==> src/rtl/reg32_wr_arb.sv <==
// Round-robin write-port arbiter plus zero-fill clear sequencer for the 16 x 32 register bank.
// All bank-facing outputs are registered: one write per cycle, grant latency one edge.
module reg32_wr_arb #(
    parameter int DATA_W = 32,
    parameter int ADDR_W = 4
) (
    input  logic              clk,
    input  logic              reset,
    input  logic              req0,
    input  logic [ADDR_W-1:0] addr0,
    input  logic [DATA_W-1:0] wdata0,
    input  logic              req1,
    input  logic [ADDR_W-1:0] addr1,
    input  logic [DATA_W-1:0] wdata1,
    input  logic              clr,
    output logic              gnt0,
    output logic              gnt1,
    output logic              wr_en,
    output logic [ADDR_W-1:0] wr_addr,
    output logic [DATA_W-1:0] wr_data,
    output logic              busy
);

    typedef enum logic {IDLE, CLEAR} state_t;

    state_t            state_q, state_d;
    logic [ADDR_W-1:0] cnt_q, cnt_d;
    logic              ptr_q, ptr_d;
    logic              gnt0_q, gnt0_d;
    logic              gnt1_q, gnt1_d;
    logic              wr_en_q, wr_en_d;
    logic [ADDR_W-1:0] wr_addr_q, wr_addr_d;
    logic [DATA_W-1:0] wr_data_q, wr_data_d;
    logic              busy_q, busy_d;

    logic elig0, elig1, sel0, sel1;

    // A requester granted this cycle is masked so it cannot write twice while dropping req.
    assign elig0 = req0 & ~gnt0_q;
    assign elig1 = req1 & ~gnt1_q;

    always_comb begin
        state_d   = state_q;
        cnt_d     = cnt_q;
        ptr_d     = ptr_q;
        gnt0_d    = 1'b0;
        gnt1_d    = 1'b0;
        wr_en_d   = 1'b0;
        wr_addr_d = wr_addr_q;
        wr_data_d = wr_data_q;
        busy_d    = 1'b0;
        sel0      = 1'b0;
        sel1      = 1'b0;

        case (state_q)
            IDLE: begin
                if (clr) begin
                    state_d   = CLEAR;
                    wr_en_d   = 1'b1;
                    wr_addr_d = cnt_q;
                    wr_data_d = '0;
                    busy_d    = 1'b1;
                    cnt_d     = cnt_q + 1'b1;
                end else begin
                    // ptr_q == 0 means requester 0 wins a tie.
                    sel0 = elig0 & (~elig1 | ~ptr_q);
                    sel1 = elig1 & ~sel0;
                    if (sel0) begin
                        gnt0_d    = 1'b1;
                        wr_en_d   = 1'b1;
                        wr_addr_d = addr0;
                        wr_data_d = wdata0;
                        ptr_d     = 1'b1;
                    end else if (sel1) begin
                        gnt1_d    = 1'b1;
                        wr_en_d   = 1'b1;
                        wr_addr_d = addr1;
                        wr_data_d = wdata1;
                        ptr_d     = 1'b0;
                    end
                end
            end
            CLEAR: begin
                // Counter wraps to zero once the last location is issued; that ends the sweep.
                if (cnt_q == '0) begin
                    state_d = IDLE;
                end else begin
                    wr_en_d   = 1'b1;
                    wr_addr_d = cnt_q;
                    wr_data_d = '0;
                    busy_d    = 1'b1;
                    cnt_d     = cnt_q + 1'b1;
                end
            end
            default: state_d = IDLE;
        endcase
    end

    always_ff @(posedge clk or posedge reset) begin
        if (reset) begin
            state_q   <= IDLE;
            cnt_q     <= '0;
            ptr_q     <= 1'b0;
            gnt0_q    <= 1'b0;
            gnt1_q    <= 1'b0;
            wr_en_q   <= 1'b0;
            wr_addr_q <= '0;
            wr_data_q <= '0;
            busy_q    <= 1'b0;
        end else begin
            state_q   <= state_d;
            cnt_q     <= cnt_d;
            ptr_q     <= ptr_d;
            gnt0_q    <= gnt0_d;
            gnt1_q    <= gnt1_d;
            wr_en_q   <= wr_en_d;
            wr_addr_q <= wr_addr_d;
            wr_data_q <= wr_data_d;
            busy_q    <= busy_d;
        end
    end

    assign gnt0    = gnt0_q;
    assign gnt1    = gnt1_q;
    assign wr_en   = wr_en_q;
    assign wr_addr = wr_addr_q;
    assign wr_data = wr_data_q;
    assign busy    = busy_q;

endmodule

==> config.mk <==
export PLATFORM = sky130hd
export DESIGN_NAME = reg32_wr_arb
export DESIGN_NICKNAME = d
export VERILOG_FILES = /design/src/rtl/reg32_wr_arb.sv
export SDC_FILE = /design/constraint.sdc
export NUM_CORES = 1
export LEC_CHECK = 0
export CORE_MARGIN = 1.5
export CORE_UTILIZATION = 39
export DETAILED_ROUTE_END_ITERATION = 10
export PLACE_DENSITY = 0.84
export SKIP_CTS_REPAIR_TIMING = 1
export SKIP_LAST_GASP = 1
export SLEW_MARGIN = 10
export SYNTH_ARGS = -nofsm -noshare
export SYNTH_HDL_FRONTEND = slang
export SYNTH_SLANG_ARGS = --single-unit
==> constraint.sdc <==
create_clock -name clk -period 1.98 [get_ports clk]
set_clock_uncertainty 0.15 [all_clocks]
set_input_delay 0.198 -clock clk [delete_from_list [all_inputs] [get_ports clk]]
set_output_delay 0.198 -clock clk [all_outputs]
set_load 0.01 [all_outputs]
---- Yosys cells after proc, flatten, opt, wreduce, memory -nomap -nowiden ----
Index checks and enable logic that the tools add are counted.
W data, S select, Z words.
operators by class
  $add $sub $neg .......................... 1
  equal/unequal tests ..................... 3
  mux-type cells .......................... 28
  bitwise gates (word level) .............. 12
  reduce and logical (&&, ||, !) cells .... 5
operators by type and width
  kind                   count
  $mux W32               4
  $pmux W32 S2           1
  $mux W4                6
  $pmux W4 S2            2
  $mux W1                13
  $not A1 Y1             7
  $add A4 B1 Y4 const B  1
  $and A1 B1 Y1          4
  $logic_not A4 Y1       1
  $ne A2 B2 Y1 const B   2
  $ne A4 B4 Y1 const B   1
  $pmux W1 S2            2
  $reduce_and A2 Y1      2
  $reduce_and A3 Y1      1
  $reduce_bool A2 Y1     1
  $or A1 B1 Y1           1
storage, ports and cells
  flip-flop bits (word level) ............. 45
  input bits .............................. 77

---- Longest topological paths before layout ----
  word-level depth ........................ 11
  depth in mapped cells ................... 6

---- Worst setup path after synthesis ----
No wires, ideal clock.
  path kind ............................... reg-to-reg
  start ................................... register busy (netlist name)
  end ..................................... register wr_addr_q[0], in the netlist wr_addr[0]
  library setup time ...................... 0.121 ns
  arrival ................................. 1.346 ns
  required time ........................... 1.709 ns
  slack ................................... 0.363 ns
  stages on the path, launching flop included .. 6
  clock period less this slack ............ 1.617 ns
  cells stage by stage .................... dfrtp_1 > or2_2 > clkbuf_1 > a31o_2 > a21oi_1 > o2bb2ai_2
RTL lines
  element               RTL line  source
  to (signal assigned)  117       wr_addr_q <= wr_addr_d;
  to (decl)             32        logic [ADDR_W-1:0] wr_addr_q, wr_addr_d;

---- Final worst setup path ----
  start ................................... register cnt_q[0]
  end ..................................... register wr_data_q[5], in the netlist wr_data[5]
between the ends
  cells in the longest elaborated chain, start to end .. 3
ends and longest elaborated chain
  element                             RTL line  source
  from (decl)                         27        logic [ADDR_W-1:0] cnt_q, cnt_d;
  from (signal assigned)              112       cnt_q <= cnt_d;
  $logic_not A4 Y1                    85        if (cnt_q == '0) begin
  $ne A2 B2 Y1 (no source line)       -
  $reduce_and A2 Y1 (no source line)  -
  to (signal assigned)                118       wr_data_q <= wr_data_d;
  to (decl)                           33        logic [DATA_W-1:0] wr_data_q, wr_data_d;
Every way passes these cells.
A chain may end at the register's enable or synchronous reset.

==> flow_metrics.tcl <==
set metrics [dict create \
    antenna_cells 0 \
    min_path_type "in -> async" \
    p_leak_nw 1.569 \
    chipWidth_um 77.16 \
    critPathLaunch "cnt_q[0]$_DFFE_PP0P_" \
    slew_headroom 0.7248 \
    outcome "completed" \
    total_power_w 0.003194 \
    ys_types 31 \
    cts_root_buffer "clkbuf_8" \
    worstPathRequired_ns 2.00 \
    rows 26 \
    synth_area_um2 2145 \
    rsz0062_at_grt "false" \
    htree_levels 2 \
    yosysTopAreaCellShare 0.5251 \
    layout_common_cells "clkdlybuf4s50_1, dfrtp_1, mux2i_1" \
    grt_pass1_wl_um 9342 \
    start_util 0.4120 \
    antenna_found_initial 0 \
    worstMarginPinSlew_ns 0.4123 \
    die-area_um2 5953 \
    cp-start-kind "flip-flop" \
    instances_no_fill 357 \
    setup-tns-final_ns 0 \
    cp_data_arrival_time_ns 1.79 \
    critPathKind "reg -> reg" \
    routedWlPerCell_um 15.69 \
    clock-sinks 45 \
    routed_via_density 5.014 \
    fillers 420 \
    ys_warn_count 0 \
    final-max-slew-violation-count 0 \
    grt_usage 0.1981 \
    seq_area_frac_synth 0.5251 \
    yosys_register_bits 45 \
    cp-end-kind "flip-flop" \
    critical_path.endpoint "wr_data[5]$_DFFE_PP0P_" \
    cap_violations 0 \
    drtIter0Drc 39 \
    clkTransAtPathRegs_ns 0.09 \
    antenna_left 0 \
    r2r_end "wr_data[5]$_DFFE_PP0P_" \
    drive_gt1_frac 0.1010 \
    reg2reg_from "cnt_q[0]$_DFFE_PP0P_" \
    syn_nets 244 \
    r2r.worst_path.cells 6 \
    cts_tree "done" \
    max_freq_ghz 0.5669 \
    numCtsBuffers 5 \
    coreArea_um2 5205 \
    ioPinCount 117 \
    route.detailed.drc 0 \
    dp_cells 349 \
    cts_buffer_depth 2 \
    finalHoldViolations 0 \
    place_hpwl_um 4205 \
    drtPass1Iterations 4 \
    grt.overflow.total 0 \
    die_y_um 77.16 \
    path_max_fanout 10 \
    wl_um 5600 \
    min_period_ns 1.764 \
    dr_total_vias 1790 \
    grt_pass1_vias 1900 \
    grt_max_degree 27 \
    setup_viol 0 \
    ys_top_cells_by_area "dfrtp_1, mux2i_1, o2bb2ai_1, buf_6, xnor2_1" \
    period_share 0.8909 \
    gp_congestion 0.6789 \
    clk_latency_ns 0.30 \
    synth_top_area_cell "dfrtp_1" \
    finalNetCount 365 \
    power.density_nw_per_um2 900.3 \
    avgSynthCellArea_um2 13.00 \
    io_buffers 116 \
    ir_drop_mv 0.5743 \
    syn_inst 165 \
    rrSetupSlack_ns 0.22 \
    syn2layout_area_growth_pct 65.40 \
    final_common_cell "clkdlybuf4s50_1" \
]
report_power, final:
group / leakage [nW] / internal (W) / switching (W)
Clock: 0.0574 / 0.000411 / 0.000315
Combinational: 0.913 / 0.000672 / 0.000611
Sequential: 0.599 / 0.00106 / 0.000126
Total: 1.57 / 0.00214 / 0.00105
flip-flops by register name, summed over array words and instances (netlist names):
register and count:
ptr_q 1, gnt1 1, wr_data 32, gnt0 1, busy 1, cnt_q 4
wr_en 1, wr_addr 4
stage by stage:
stage          setup WS [ns]  utilization  hold slack [ns]  area, um^2
5_1_grt              0.08704       0.6815           0.1251        3547
3_5_place_dp          0.1100       0.6584           0.3241        3427
6_report              0.2161       0.6815          0.05667        3547
3_3_place_gp          0.1796       0.6584           0.3203        3427
2_1_floorplan         0.3625            -           0.2324        2145
4_1_cts               0.2197       0.6815          0.06808        3547
synthesized netlist by cell type:
library cell	n
a211oi_1	1
o21ai_0	3
inv_1	6
clkbuf_1	3
a21oi_1	2
nand2_2	1
buf_6	4
xnor2_1	3
a31oi_4	1
a21o_1	1
buf_2	1
o22ai_1	2
nor2b_1	1
dfrtp_1	45
o31a_2	2
nand4_1	1
nand3b_1	1
nor2_2	1
o2bb2ai_1	33
or2_2	1
ha_1	2
a21oi_4	1
nand2b_1	2
nand2_1	4
mux2i_1	34
a31o_2	2
nor2_1	2
nor2_4	1
nand2_4	1
o2bb2ai_2	1
buf_4	2
cells by family (layout without fill, tap and decap cells):
logic type	Yosys count	in the layout	synth area share
flip-flops	45	45	0.5251
multiplexers	34	34	0.1587
AND/OR/NAND/NOR	16	16	0.04493
XOR/XNOR	3	3	0.01225
AO/OA/AOI/OAI	49	49	0.2013
buffers and inverters	16	138	0.04608
adder cells (fa/ha/maj)	2	2	0.01167
worst max-delay path, stage by stage, from the launching register on:
cell and delay, ns:
dfrtp_1 0.40, inv_1 0.10, ha_1 0.24, a31oi_4 0.34, nor2_4 0.09, buf_4 0.18, o2bb2ai_1 0.13
final cells by class:
class / count / area [um^2] / share of cell area
multi-input cells: 104 / 919.6 / 0.2593
clock buffers: 6 / 82.58 / 0.02328
flip-flops and latches: 45 / 1126 / 0.3175
well taps: 70 / 87.58 / 0.02469
clock inverters: 2 / 37.54 / 0.01058
repair buffers: 124 / 1271 / 0.3584
inverters: 6 / 22.52 / 0.006349
per-layer routing:
metal | track usage | vias to the layer above | wire length [um]
met5 | 0 | - | 0
met3 | 0.05952 | 7 | 343
met2 | 0.3219 | 70 | 2778
met4 | 0.04909 | 0 | 67
li1 | - | 854 | -
met1 | 0.2584 | 859 | 2411
how the worst min path moves through the flow:
| stage | startpoint | endpoint | slack [ns] | cells past startpoint |
|---|---|---|---|---|
| global placement | wr_data[0]$_DFFE_PP0P_ | wr_data[0]$_DFFE_PP0P_ | 0.32 | 1 |
| detailed placement | wr_data[3]$_DFFE_PP0P_ | wr_data[3]$_DFFE_PP0P_ | 0.32 | 1 |
| global route | reset | wr_data[21]$_DFFE_PP0P_ | 0.13 | 2 |
| CTS | reset | wr_data[21]$_DFFE_PP0P_ | 0.07 | 2 |
| finish | reset | wr_data[21]$_DFFE_PP0P_ | 0.06 | 2 |
| floorplan | wdata0[10] | wr_data[10]$_DFFE_PP0P_ | 0.23 | 2 |
No activity file was read; power rests on OpenSTA's default activity.
